## src/rtl/addsub_iter.sv

```systemverilog
// Multi-cycle add/subtract: one CHUNK-bit slice per cycle through a registered carry.
// Optional signed saturation is built only when ADDSUB_SAT_EN is defined.
module addsub_iter #(
    parameter int WIDTH = 64,
    parameter int CHUNK = 16
) (
    input  logic             clk,
    input  logic             rst,
    input  logic             in_valid,
    output logic             in_ready,
    input  logic             op,
    input  logic             sat,
    input  logic [WIDTH-1:0] a,
    input  logic [WIDTH-1:0] b,
    output logic             out_valid,
    input  logic             out_ready,
    output logic [WIDTH-1:0] result,
    output logic             flag_c,
    output logic             flag_v,
    output logic             flag_z,
    output logic             flag_n
);

    localparam int NCHUNK = WIDTH / CHUNK;
    localparam int IDXW   = (NCHUNK > 1) ? $clog2(NCHUNK) : 1;

    typedef enum logic [1:0] {S_IDLE, S_BUSY, S_DONE} state_t;

    state_t           r_state;
    state_t           w_state_next;
    logic [WIDTH-1:0] r_a;
    logic [WIDTH-1:0] r_b;
    logic             r_op;
    logic             r_carry;
    logic [IDXW-1:0]  r_idx;
    logic [WIDTH-1:0] r_acc;
    logic [WIDTH-1:0] r_result;
    logic             r_c;
    logic             r_v;
    logic             r_z;
    logic             r_n;

    logic [CHUNK-1:0] w_a_chunk [NCHUNK];
    logic [CHUNK-1:0] w_b_chunk [NCHUNK];
    logic [CHUNK:0]   w_sum;
    logic [WIDTH-1:0] w_raw;
    logic [WIDTH-1:0] w_final;
    logic             w_last;
    logic             w_sa;
    logic             w_sb;
    logic             w_sr;
    logic             w_v;
    logic             w_c;

    // Partial sums live in r_acc so the visible result only changes on completion.
    generate
        for (genvar gi = 0; gi < NCHUNK; gi++) begin : g_chunk
            assign w_a_chunk[gi] = r_a[gi*CHUNK +: CHUNK];
            assign w_b_chunk[gi] = r_b[gi*CHUNK +: CHUNK];
            assign w_raw[gi*CHUNK +: CHUNK] = (r_idx == IDXW'(gi)) ? w_sum[CHUNK-1:0]
                                                                  : r_acc[gi*CHUNK +: CHUNK];
        end
    endgenerate

    assign w_sum  = {1'b0, w_a_chunk[r_idx]} + {1'b0, w_b_chunk[r_idx]} + (CHUNK+1)'(r_carry);
    assign w_last = (r_idx == IDXW'(NCHUNK - 1));

    // r_b holds ~b for subtract, so recover the original B sign with r_op.
    assign w_sa = r_a[WIDTH-1];
    assign w_sb = r_b[WIDTH-1] ^ r_op;
    assign w_sr = w_raw[WIDTH-1];
    assign w_v  = r_op ? ((w_sa != w_sb) && (w_sr != w_sa))
                       : ((w_sa == w_sb) && (w_sr != w_sa));
    assign w_c  = w_sum[CHUNK] ^ r_op;

`ifdef ADDSUB_SAT_EN
    logic r_sat;
    assign w_final = (w_v && r_sat) ? (w_sa ? {1'b1, {(WIDTH-1){1'b0}}}
                                            : {1'b0, {(WIDTH-1){1'b1}}})
                                    : w_raw;
`else
    logic w_unused_sat;
    assign w_unused_sat = sat;
    assign w_final      = w_raw;
`endif

    always_ff @(posedge clk) begin
        if (rst) begin
            r_state <= S_IDLE;
        end else begin
            r_state <= w_state_next;
        end
    end

    always_comb begin
        w_state_next = r_state;
        case (r_state)
            S_IDLE:  if (in_valid)  w_state_next = S_BUSY;
            S_BUSY:  if (w_last)    w_state_next = S_DONE;
            S_DONE:  if (out_ready) w_state_next = S_IDLE;
            default: w_state_next = S_IDLE;
        endcase
    end

    always_ff @(posedge clk) begin
        if (rst) begin
            r_a      <= '0;
            r_b      <= '0;
            r_op     <= 1'b0;
            r_carry  <= 1'b0;
            r_idx    <= '0;
            r_acc    <= '0;
            r_result <= '0;
            r_c      <= 1'b0;
            r_v      <= 1'b0;
            r_z      <= 1'b0;
            r_n      <= 1'b0;
`ifdef ADDSUB_SAT_EN
            r_sat    <= 1'b0;
`endif
        end else begin
            case (r_state)
                S_IDLE: begin
                    if (in_valid) begin
                        r_a     <= a;
                        r_b     <= op ? ~b : b;
                        r_op    <= op;
                        r_carry <= op;
                        r_idx   <= '0;
`ifdef ADDSUB_SAT_EN
                        r_sat   <= sat;
`endif
                    end
                end
                S_BUSY: begin
                    r_acc   <= w_raw;
                    r_carry <= w_sum[CHUNK];
                    r_idx   <= r_idx + IDXW'(1);
                    if (w_last) begin
                        r_result <= w_final;
                        r_c      <= w_c;
                        r_v      <= w_v;
                        r_z      <= (w_final == '0);
                        r_n      <= w_final[WIDTH-1];
                    end
                end
                default: ;
            endcase
        end
    end

    assign in_ready  = (r_state == S_IDLE);
    assign out_valid = (r_state == S_DONE);
    assign result    = r_result;
    assign flag_c    = r_c;
    assign flag_v    = r_v;
    assign flag_z    = r_z;
    assign flag_n    = r_n;

endmodule

```

## config.mk

```make
export PLATFORM = sky130hd
export DESIGN_NAME = addsub_iter
export DESIGN_NICKNAME = d
export VERILOG_FILES = /design/src/rtl/addsub_iter.sv
export SDC_FILE = /design/constraint.sdc
export NUM_CORES = 1
export LEC_CHECK = 0
export BUFFER_PORTS_ARGS = -buffer_cell sky130_fd_sc_hd__buf_4
export CAP_MARGIN = 25
export CORE_MARGIN = 2
export CORE_UTILIZATION = 50
export DETAILED_ROUTE_END_ITERATION = 8
export GPL_TIMING_DRIVEN = 0
export PLACE_DENSITY_LB_ADDON = 0.12
export SYNTH_ARGS = -nofsm -noshare
export SYNTH_HDL_FRONTEND = slang
export SYNTH_SLANG_ARGS = --single-unit
```

## constraint.sdc

```tcl
create_clock -name clk -period 4.4 [get_ports clk]
set_clock_uncertainty 0.15 [all_clocks]
set_input_delay 0.66 -clock clk [delete_from_list [all_inputs] [get_ports clk]]
set_output_delay 0.66 -clock clk [all_outputs]
set_load 0.02 [all_outputs]
```

==> results by group <==
Run status
  – Status: finished, final reports clean

Setup path
  – Critical path launch point type: register
  – Worst EP required: roughly 4700 ps
  – Max stage delay cell, worst path: nor2_1
  – Reg2Reg Setup Slack: 140 ps
  – Critical Path AT: about 4500 ps
  – Worst r2r path cells: 14
  – CP dominant cell by count: o21ai_0
  – Max stage delay on crit path: 760 ps
  – Critical path depth in cells: 14
  – R2R Path End: flag_z
  – Delay-heaviest family, CP: compound AO/OA/AOI/OAI gates
  – Kind of critical path: reg2reg
  – Buf/Inv on CP: 3
  – CP Capture Type: register
  – RR Startpoint: r_idx[1]
  – CP Cell Sequence: buf_4, buf_6, clkbuf_4, mux4_2, ha_1, o211a_1, o31a_1, o21ai_0, nor2_1, o21ai_0, o2111a_1, and4b_1, nand4_1, o21ai_1
  – CP Max Fanout: 10

Routing
  – Drc violations: 0
  – Final antenna-violating net count: 0
  – First-pass DRT Iterations: 5
  – Via count: 10800
  – Drt first-iter violations: 770
  – Via density: 5.60
  – Avg WL per Cell: approximately 19 µm
  – WL final: 37100 µm

Power
  – Sequential share of power: a little over two fifths
  – Comb power frac: 20.7%
  – Lkg Pwr: between 0.005 and 0.006 µW
  – Total chip power: ~5800 µW
  – Clock power share: 37.0%
  – Power per cell area: 395 nW/µm²
  – Switching Fraction: between 20% and 30%
  – Int Pwr: between 4000 and 5000 µW
  – Worst IR Drop VDD: 0.217 mV
  – NetSw: ~1700 µW

Yosys
  – Number of synthesized flops with an enable pin: 0
  – Post-synth top area share: between 40% and 50%
  – Synth unique cells: 65
  – Syn_nets: 1520
  – Area contributors post-synth: dfxtp_1 (43%), nand2_1 (9.0%), a211oi_1 (7.5%), a21oi_1 (6.7%), mux4_2 (6.2%)
  – Netlist Area Pre-Place: 11700 µm²
  – Top FF cell, synth: dfxtp_1
  – Syn Area/Cell: 8.55 µm²
  – Sequential area share after synthesis: 42.9%
  – Gate Count Post-Synth: 1365
  – Asr flop ratio synth: 0%
  – Synth Warn #: 0
  – Synth Register Bits: between 200 and 300
  – Biggest area consumer among synthesized cells: dfxtp_1

Worst hold path
  – Worst min-delay path class: in2reg
  – Worst Hold End: r_a[26]
  – Hold Crit Depth: 3
  – Hold wc startpoint: a[26]

CTS
  – Sink Count: 250
  – Worst skew pair latency: between 500 and 600 ps
  – Clk root buf: clkbuf_16
  – Clock Pin Slew Worst Setup and Hold Paths: around 70 ps
  – CTS H-tree depth: 1
  – CTS tree: done
  – Hold bufs inserted after CTS: 0
  – TritonCTS buffer count: 26
  – Clock buffer depth: 3

Placement
  – DP HPWL: 28000 µm
  – Buffers on Ports: 201
  – Pre-CTS WS: -1130 ps
  – Routability Congestion: 0.948

Timing
  – Worst slew margin: 37.3%
  – Worst-Margin Slew: 937 ps
  – Hold Fails Final Rpt: 0
  – Maximum clock frequency: 235 MHz
  – Final Max Slew Viols: 0
  – Final worst-path cycle share: between 90% and 100%
  – Final setup margin: 138 ps
  – RSZ-0062 raised after global routing: false
  – Final min period: 4260 ps
  – Final setup fails: 0

Final layout
  – Share of cells above drive strength 1: 19.8%
  – Filler Cell Count: 2026
  – Nets: 1752
  – Area growth, synth to finish: 25.4%
  – # diodes: 0

Floorplan
  – Starting Density: about half
  – Core Area: 22800 µm²
  – Die H: 157 µm
  – Die W: 157 µm
  – Row Count: 55
  – Die ar.: 24600 µm²
  – Io pins: 204

GRT
  – Grt total ovfl: 0
  – Initial antenna violation count: 0
  – First-pass GRT wire length: 56200 µm
  – Largest net degree at the start of global routing: 15
  – Vias in the first global route: about 10000
  – GRT Total Usage: 29.7%

Run
  – Maxcap violations: 0
[synth_stat cells, types with 16 or more instances]
cell	n
nor2_1	140
buf_1	16
nand2_1	281
mux2i_1	31
a211oi_1	116
a21oi_1	156
mux4_2	32
clkbuf_1	95
ha_1	19
dfxtp_1	250
xnor2_1	69
[sequential cells by signal (all words and copies together) (netlist names)]
name     flops
flag_z       1
r_acc       49
r_a         64
result      64
flag_c       1
r_idx        2
r_b         64
r_carry      1
r_op         1
r_state      2
flag_v       1
[power groups by stage]
stage          clock [µW]  combinational (µW)  sequential (µW)
2_1_floorplan           0                 689             2470
3_3_place_gp            0                1080             2480
3_5_place_dp            0                1110             2490
4_1_cts              2150                1140             2440
5_1_grt              2250                1280             2450
6_report             2130                1200             2440
[final cells by class]
cell class	count	area [µm²]	area share, %
plain buffers	112	487	3.33
clock buffers	36	738	5.05
multi-input cells	987	6320	43.2
repair buffers	206	1550	10.6
clock inverters	9	87.6	0.599
flip-flops and latches	250	5010	34.2
inverters	14	52.6	0.359
well taps	313	392	2.68
[through the flow]
step / hold slack [ps] / util (%) / std cells / cell area [µm²] / TNS [ps]
final: 221 / 64.2 / 1927 / 14600 / 0
after global routing: 214 / 64.2 / 1927 / 14600 / 0
after CTS: 211 / 63.8 / 1927 / 14500 / 0
after detailed placement: 297 / 59.7 / 1882 / 13600 / -42520
after global placement: 289 / 59.6 / 1879 / 13600 / -50740
after floorplan: 282 / - / 1365 / 11700 / 0
[repair_timing]
item | CTS | global route
buffers inserted | 2 | 0
setup endpoints to repair | 91 | 6
cloned | 0 | 0
pin swaps | 1 | 2
gates resized for setup | 31 | 22
[cells by family (layout without fill, tap and decap cells)]
logic type,count (synthesis),in the layout,synth area share (%)
buffers and inverters,128,377,4.19
xor gates and xnor gates,72,72,5.41
adders and majority gates,21,21,2.38
and+or+nand+nor,488,488,17.3
muxes,63,63,8.84
AOI/OAI and AO/OA,343,343,19.0
DFF,250,250,42.9
[layer usage]
metal  global-route usage [%]  vias up  routed length [µm]
met3                     4.10       91                2580
li1                         -     5224                   -
met5                        0        -                   0
met2                     50.4      453               17900
met1                     37.8     5023               15100
met4                     12.8        0                1570
[layout by cell type (no fill, tap or decap), types with 3 or more instances in the layout]
cell	synthesis	routed
nor3_1	14	12
a211oi_1	116	115
nor2b_1	5	5
and2_1	6	6
clkinv_2	0	5
clkbuf_1	95	92
nand2_1	281	281
nor4_1	4	4
dfxtp_1	250	249
a21oi_2	1	3
nor2_1	140	139
o21a_1	7	6
xnor2_1	69	67
buf_4	2	210
ha_1	19	18
o21ai_0	14	12
nand4_1	3	3
a21oi_1	156	154
mux2i_1	31	30
clkbuf_8	0	7
a2111oi_2	2	3
o211ai_1	6	6
nand3b_1	3	3
nor3_2	2	3
and3_1	4	4
inv_1	13	13
nand3_1	7	7
buf_1	16	13
clkbuf_16	0	26
nand2b_1	7	7
mux4_2	32	32
o21ai_1	3	5
or3_1	3	3
a21o_1	5	5
[worst reg2reg max path, delay by kind of cell (launching register included)]
family          cells  cell delay, ps
fa+ha+maj           1             450
buf+inv             3             670
simple gates        3            1020
mux                 1             370
flops               1             360
compound gates      6            1120
[worst max path at each step]
stage / start / to / slack, ps
2_1_floorplan: r_idx[0] / flag_z / 120
3_3_place_gp: r_idx[1] / flag_z / -1540
3_5_place_dp: r_idx[1] / flag_z / -1130
4_1_cts: r_idx[1] / flag_z / 30
5_1_grt: r_idx[0] / flag_z / 9
6_report: r_idx[1] / flag_z / 140
(Power assumes the default switching activity.)
